$ cat config.mk
export PLATFORM = sky130hd
export DESIGN_NAME = orv64_clk_gate_ctrl
export DESIGN_NICKNAME = d
export VERILOG_FILES = /design/src/rtl/orv64_clk_gate_ctrl.sv
export SDC_FILE = /design/constraint.sdc
export NUM_CORES = 1
export LEC_CHECK = 0
export CAP_MARGIN = 20
export CORE_MARGIN = 5
export CORE_UTILIZATION = 48
export CTS_BUF_LIST = sky130_fd_sc_hd__clkbuf_8 sky130_fd_sc_hd__clkbuf_16
export CTS_CLUSTER_SIZE = 12
export DETAILED_ROUTE_END_ITERATION = 8
export PLACE_DENSITY_LB_ADDON = 0.05
export SLEW_MARGIN = 5
export SYNTH_ARGS = -nofsm -noshare
export SYNTH_HDL_FRONTEND = slang
export SYNTH_SLANG_ARGS = --single-unit
$ cat constraint.sdc
create_clock -name clk -period 1.8 [get_ports clk]
set_input_delay 0.45 -clock clk [delete_from_list [all_inputs] [get_ports clk]]
set_output_delay 0.45 -clock clk [all_outputs]
set_load 0.02 [all_outputs]
$ cat src/rtl/orv64_clk_gate_ctrl.sv
// Enable-side controller for the orv64 clock-gating cell: idle hysteresis, drain
// window, wake handshake with settle delay, and a saturating gated-cycle counter.
module orv64_clk_gate_ctrl #(
  parameter int unsigned IDLE_CYCLES  = 16,
  parameter int unsigned DRAIN_CYCLES = 4,
  parameter int unsigned WAKE_CYCLES  = 2,
  parameter int unsigned CNT_W        = 8,
  parameter int unsigned PERF_W       = 32
) (
  input  logic              clk,
  input  logic              rst,
  input  logic              cfg_gate_en,
  input  logic              scan_mode,
  input  logic              busy,
  input  logic              wake_req,
  output logic              wake_ack,
  output logic              en,
  output logic              tst_en,
  output logic              gated,
  output logic [PERF_W-1:0] gated_cycles,
  input  logic              perf_clr
);

  localparam int unsigned CNT_MAX = (32'd1 << CNT_W) - 32'd1;

  if (IDLE_CYCLES < 1 || IDLE_CYCLES > CNT_MAX ||
      DRAIN_CYCLES < 1 || DRAIN_CYCLES > CNT_MAX ||
      WAKE_CYCLES < 1 || WAKE_CYCLES > CNT_MAX) begin : g_param_chk
    $error("orv64_clk_gate_ctrl: cycle parameter outside 1..2^CNT_W-1");
  end

  typedef enum logic [1:0] {
    ST_ON    = 2'd0,
    ST_DRAIN = 2'd1,
    ST_OFF   = 2'd2,
    ST_WAKE  = 2'd3
  } state_e;

  state_e              state_q, state_d;
  logic [CNT_W-1:0]    cnt_q, cnt_d;
  logic                en_q, en_d;
  logic [PERF_W-1:0]   gated_cycles_q, gated_cycles_d;

  logic idle_c;
  logic wake_c;

  assign idle_c = !busy && !wake_req && cfg_gate_en && !scan_mode;
  assign wake_c = busy || wake_req || !cfg_gate_en || scan_mode;

  // Next-state and shared counter; wake wins over idle/drain completion.
  always_comb begin
    state_d = state_q;
    cnt_d   = cnt_q;
    case (state_q)
      ST_ON: begin
        if (!idle_c) begin
          cnt_d = '0;
        end else if (cnt_q == CNT_W'(IDLE_CYCLES - 1)) begin
          state_d = ST_DRAIN;
          cnt_d   = '0;
        end else begin
          cnt_d = cnt_q + CNT_W'(1);
        end
      end
      ST_DRAIN: begin
        if (wake_c) begin
          state_d = ST_ON;
          cnt_d   = '0;
        end else if (cnt_q == CNT_W'(DRAIN_CYCLES - 1)) begin
          state_d = ST_OFF;
          cnt_d   = '0;
        end else begin
          cnt_d = cnt_q + CNT_W'(1);
        end
      end
      ST_OFF: begin
        if (wake_c) begin
          state_d = ST_WAKE;
          cnt_d   = '0;
        end
      end
      ST_WAKE: begin
        // Wake always completes, even if the requester withdraws.
        if (cnt_q == CNT_W'(WAKE_CYCLES - 1)) begin
          state_d = ST_ON;
          cnt_d   = '0;
        end else begin
          cnt_d = cnt_q + CNT_W'(1);
        end
      end
      default: begin
        state_d = ST_ON;
        cnt_d   = '0;
      end
    endcase
  end

  // Enable follows next state so it switches with the state register.
  always_comb begin
    en_d           = (state_d != ST_OFF);
    gated_cycles_d = gated_cycles_q;
    if (perf_clr) begin
      gated_cycles_d = '0;
    end else if (state_q == ST_OFF && gated_cycles_q != {PERF_W{1'b1}}) begin
      gated_cycles_d = gated_cycles_q + PERF_W'(1);
    end
  end

  always_ff @(posedge clk or negedge rst) begin
    if (!rst) begin
      state_q        <= ST_ON;
      cnt_q          <= '0;
      en_q           <= 1'b1;
      gated_cycles_q <= '0;
    end else begin
      state_q        <= state_d;
      cnt_q          <= cnt_d;
      en_q           <= en_d;
      gated_cycles_q <= gated_cycles_d;
    end
  end

  assign en           = en_q;
  assign tst_en       = scan_mode;
  assign gated        = (state_q == ST_OFF);
  assign wake_ack     = (state_q == ST_ON) && wake_req;
  assign gated_cycles = gated_cycles_q;

endmodule

* Word-level counts from Yosys, hierarchy flattened
Cells that the tools add are included.
Storage, ports and cells: logic and storage cells 45, register bits 43, input port bits 7, output and inout bits 36
Operators by class: equality and inequality tests 9, add/sub/neg operators 2, reductions and logical operators 14, multiplexer cells 16
Operators with widths (count):
- 32-bit two-way mux | 2
- 8-bit two-way mux | 6
- 32-bit by 1-bit adder with 32-bit output (second input constant) | 1
- 32-bit != test (second input constant) | 1
- 8-bit one-hot mux with 4 select lines | 1
- 2-bit two-way mux | 6
- 8-bit by 1-bit adder with 8-bit output (second input constant) | 1
- 8-bit by 1-bit equality test with 1-bit output (second input constant) | 1
- 8-bit by 2-bit equality test with 1-bit output (second input constant) | 1
- 8-bit by 4-bit equality test with 1-bit output (second input constant) | 1
- 2-bit one-hot mux with 4 select lines | 1
- 1-bit logical AND | 5
- 2-bit equality test (second input constant) | 2
- 1-bit zero test | 4
- 1-bit logical OR | 3
- 2-bit by 1-bit equality test with 1-bit output (second input constant) | 1
- 2-bit zero test | 1
- 2-bit by 1-bit != test with 1-bit output (second input constant) | 1
- 2-bit != test (second input constant) | 1
- 2-bit nonzero test | 1

* Logic depth before layout (Yosys ltp)
depth after elaboration 7, gate-level depth with buffers 9, depth with buffers taken out 6

* Least setup slack after synthesis
No wires, ideal clock.
kind flip-flop to flip-flop, start point register gated_cycles_q[0], in the netlist gated_cycles[0], end point register gated_cycles_q[7], in the netlist gated_cycles[7], setup slack -0.303 ns, buffers on the path 2, stages on the path, launching flop included 9, clock period less this slack 2.103 ns, arrival time 2.025 ns, setup time 0.078 ns, data required time 1.722 ns, cell sequence dfrtp_1 ha_1 nand2_1 nor3_1 and3_2 buf_2 buf_4 or4_2 a21oi_1
On the way: longest elaborated chain between the ends 3, elaborated cells between the ends (all ways) 6, classes of those cells add/sub: 1; eq/ne: 1; mux: 2; reduce/logical: 2
Ends and longest elaborated chain:
- start: declaration | line 42 | logic [PERF_W-1:0] gated_cycles_q, gated_cycles_d;
- start signal: assignment | line 119 | gated_cycles_q <= gated_cycles_d;
- 32-bit by 1-bit adder with 32-bit output or 32-bit != test (tied branches) | line 105, 104
- 32-bit two-way mux or 1-bit logical AND (tied branches) | line 104 | end else if (state_q == ST_OFF && gated_cycles_q != {PERF_W{1'b1}}) begin
- 32-bit two-way mux or 2-bit nonzero test (tied branches)
Several ways; a longest one is shown, not always the timed one. The select of a mux whose other input is x is not followed. A chain may end at the register's enable or synchronous reset.

* Final worst setup path
start point register gated_cycles_q[8], in the netlist gated_cycles[8], end point register gated_cycles_q[17], in the netlist gated_cycles[17]
The elaborated chain is that of the path after synthesis.

==> reports/metrics.yaml <==
clock_path_buffers: 2
worst_hold_slack_ps: 106
die_w_um: 82.3
synthTopCellsByCount: "dfrtp_1, a21oi_1, nand2_1"
timing.slew.headroom_pct: 76.9
grt_max_degree: 44
period_needed_ps: 1960
r2r_slack_ps: -160
crit_path_end_kind: "flop"
post-place-cells: 439
fin_crit_sh_pct: 109
antenna_left: 0
clkTransAtPathRegs_ps: 80
setup_ws_ps: -162
worst_pin_slew_ps: 344
r2r_cells: 7
htree_levels: 2
netlist_area_mm2: 0.00251
ioPinCount: 43
fin_util_pct: 80.6
drv_cap: 0
cellPowerDensity_mw_per_mm2: 404
fin_skew_ps: 4.39
leakage_nw: 1.90
initial_utilization_pct: 49.2
grt.total_usage_pct: 23.4
clockRootBuffer: "clkbuf_8"
gp_routability_congestion: 0.809
synthMuxAreaShare_pct: 1.30
cts_tree: "done"
ys.warnings.count: 0
synth_cell_type_count: 59
synth_fa_ha_area_share_pct: 1.49
yosysSeqAreaShare_pct: 42.9
fin_setup_tns_ps: -1780
crit-reg2reg-capture: "gated_cycles[17]"
syn_nets: 278
grt_pass1_vias: 2613
synthMostInstantiatedCell: "dfrtp_1"
cp_max_fo: 4
grt_pass1_wl_mm: 12.2
synth_area_leaders: "dfrtp_1, a21oi_1, or4_1, o21ai_0, o31ai_1"
clk_latency_ps: 300
hp-class: "in2async"
n_antenna_cell: 0
die-area_mm2: 0.00678
async_flop_share_pct: 100
cts-buffers-inserted: 5
antenna_found_initial: 0
violations: "setup timing"
synth_seq_cells: 43
die_h_um: 82.3
setup_viol: 24
power_w: 0.00167
finalNonFillerCells: 463
drcViolationCount: 0
layout-drive-gt1-share_pct: 48.9
dr.pass1.iters: 4
synth_simple_gate_area_share_pct: 29.2
dpl.hpwl_mm: 5.03
arrival_ps: 2180
syn_avg_cell_area_um2: 9.37
syn_to_final_growth_pct: 64.0
wl_per_cell_um: 17.4
fillCellCount: 327
drt_iter0_drc: 251
rsz0062_at_grt: "yes"
synth_compound_area_share_pct: 19.3
vias_per_cell: 5.89
routed_wl_mm: 8.05
critPathKind: "reg2reg"
io_buffer_count: 42
synth_edf_count: 0
grt_remaining_overflow: 0
maxSlewViolCount: 0
synth_xor_area_share_pct: 1.05
ir_worst_vdd_uv: 310
rr_startpoint: "gated_cycles[8]"
start_kind: "flop"
synth_top_family_by_area: "simple AND/OR/NAND/NOR gates"
fmax_mhz: 510
hold_violations: 0
core_area_mm2: 0.00511
final_nets: 402
syn_inst: 268
synth.largest_area_cell: "dfrtp_1"
core.rowCount: 26
num_vias: 2727
status: "finished with violations"
crit_required_ps: 2020
yosysTopAreaCellShare_pct: 41.9
synth_ff_type: "dfrtp_1"
clock-sinks: 43
-- worst max path at each step --
stage / startpoint / endpoint / slack, ps / cells after the start
5_1_grt: gated_cycles[10] / gated_cycles[17] / -270 / 7
4_1_cts: gated_cycles[9] / gated_cycles[18] / -80 / 5
2_1_floorplan: gated_cycles[0] / gated_cycles[6] / -30 / 7
3_5_place_dp: busy / cnt_q[7] / -520 / 7
3_3_place_gp: busy / cnt_q[7] / -500 / 7
6_report: gated_cycles[8] / gated_cycles[17] / -160 / 7
-- power breakdown --
part,switching (W),internal (W),total [W],leakage [nW]
sequential,0.000000770,0.000965,0.000966,0.561
clock,0.000349,0.000262,0.000611,0.0505
combinational,0.0000528,0.0000353,0.0000881,1.29
-- layout make-up --
type                            count  area (um^2)  area share, %
Multi-Input combinational cell    204         1650           40.0
Timing Repair Buffer              131         1170           28.5
Sequential cell                    43         1100           26.8
Tap cell                           70         87.6           2.13
Clock buffer                        5         68.8           1.67
Inverter                            7         26.3          0.638
Clock inverter                      3         12.5          0.304
-- per-layer routing --
metal	wire length (um)	global-route usage [%]	part of all wire [%]	vias to the layer above
met4	106	5.98	1.3	0
met2	4010	39.5	50	105
met5	0	0	0	-
li1	-	-	-	1282
met3	475	4.34	5.9	13
met1	3460	30.7	43	1327
-- critical path, stage by stage (launching register included) --
cell     delay [ps]
dfrtp_2         360
nand4_1         250
buf_4           240
buf_6           110
nor2_4          110
nand4_1         120
or4_1           500
a21oi_1         180
-- flip-flops by register name, indices dropped and copies added (netlist names) --
name	cells
gated_cycles	32
cnt_q	8
en	1
state_q	2
-- kinds of logic after synthesis --
group                    after synthesis
AND/OR/NAND/NOR                      116
flip-flops                            43
XOR/XNOR                               3
AO/OA/AOI/OAI                         78
adder cells (fa/ha/maj)                3
buffers and inverters                 22
multiplexers                           3
-- repair_timing --
| item | 4_1_cts | 5_1_grt |
|---|---|---|
| hold buffers | 0 | 0 |
| cloned | 2 | 1 |
| setup endpoints to repair | 63 | 37 |
| gates resized for setup | 61 | 59 |
| buffers inserted | 3 | 10 |
| pin swaps | 19 | 23 |
-- stage by stage --
stage	setup WS, ps	area, um^2
finish	-162	4120
global route	-270	4120
CTS	-82.7	3810
detailed placement	-518	3610
global placement	-496	3610
floorplan	-31.8	2620
-- cell usage in the layout, fill, tap and decap left out, drive strengths merged, types with 3 or more instances in the layout --
master | synthesis | routed
inv | 6 | 8
a21o | 4 | 4
nor4 | 6 | 6
a31oi | 3 | 3
clkdlybuf4s50 | 0 | 5
o21ai | 19 | 19
nor3b | 5 | 5
o31ai | 12 | 12
nand4 | 9 | 9
and4 | 3 | 3
and3b | 3 | 3
a21oi | 26 | 26
clkbuf | 7 | 7
nand3 | 10 | 10
nand2 | 20 | 20
dlygate4sd2 | 0 | 30
or4 | 14 | 14
or3 | 11 | 11
ha | 3 | 3
o41ai | 3 | 3
and3 | 9 | 10
dfrtp | 42 | 42
nor2 | 13 | 13
buf | 7 | 90
dlymetal6s2s | 0 | 3
Note: power is estimated with default switching activity, not from simulation.
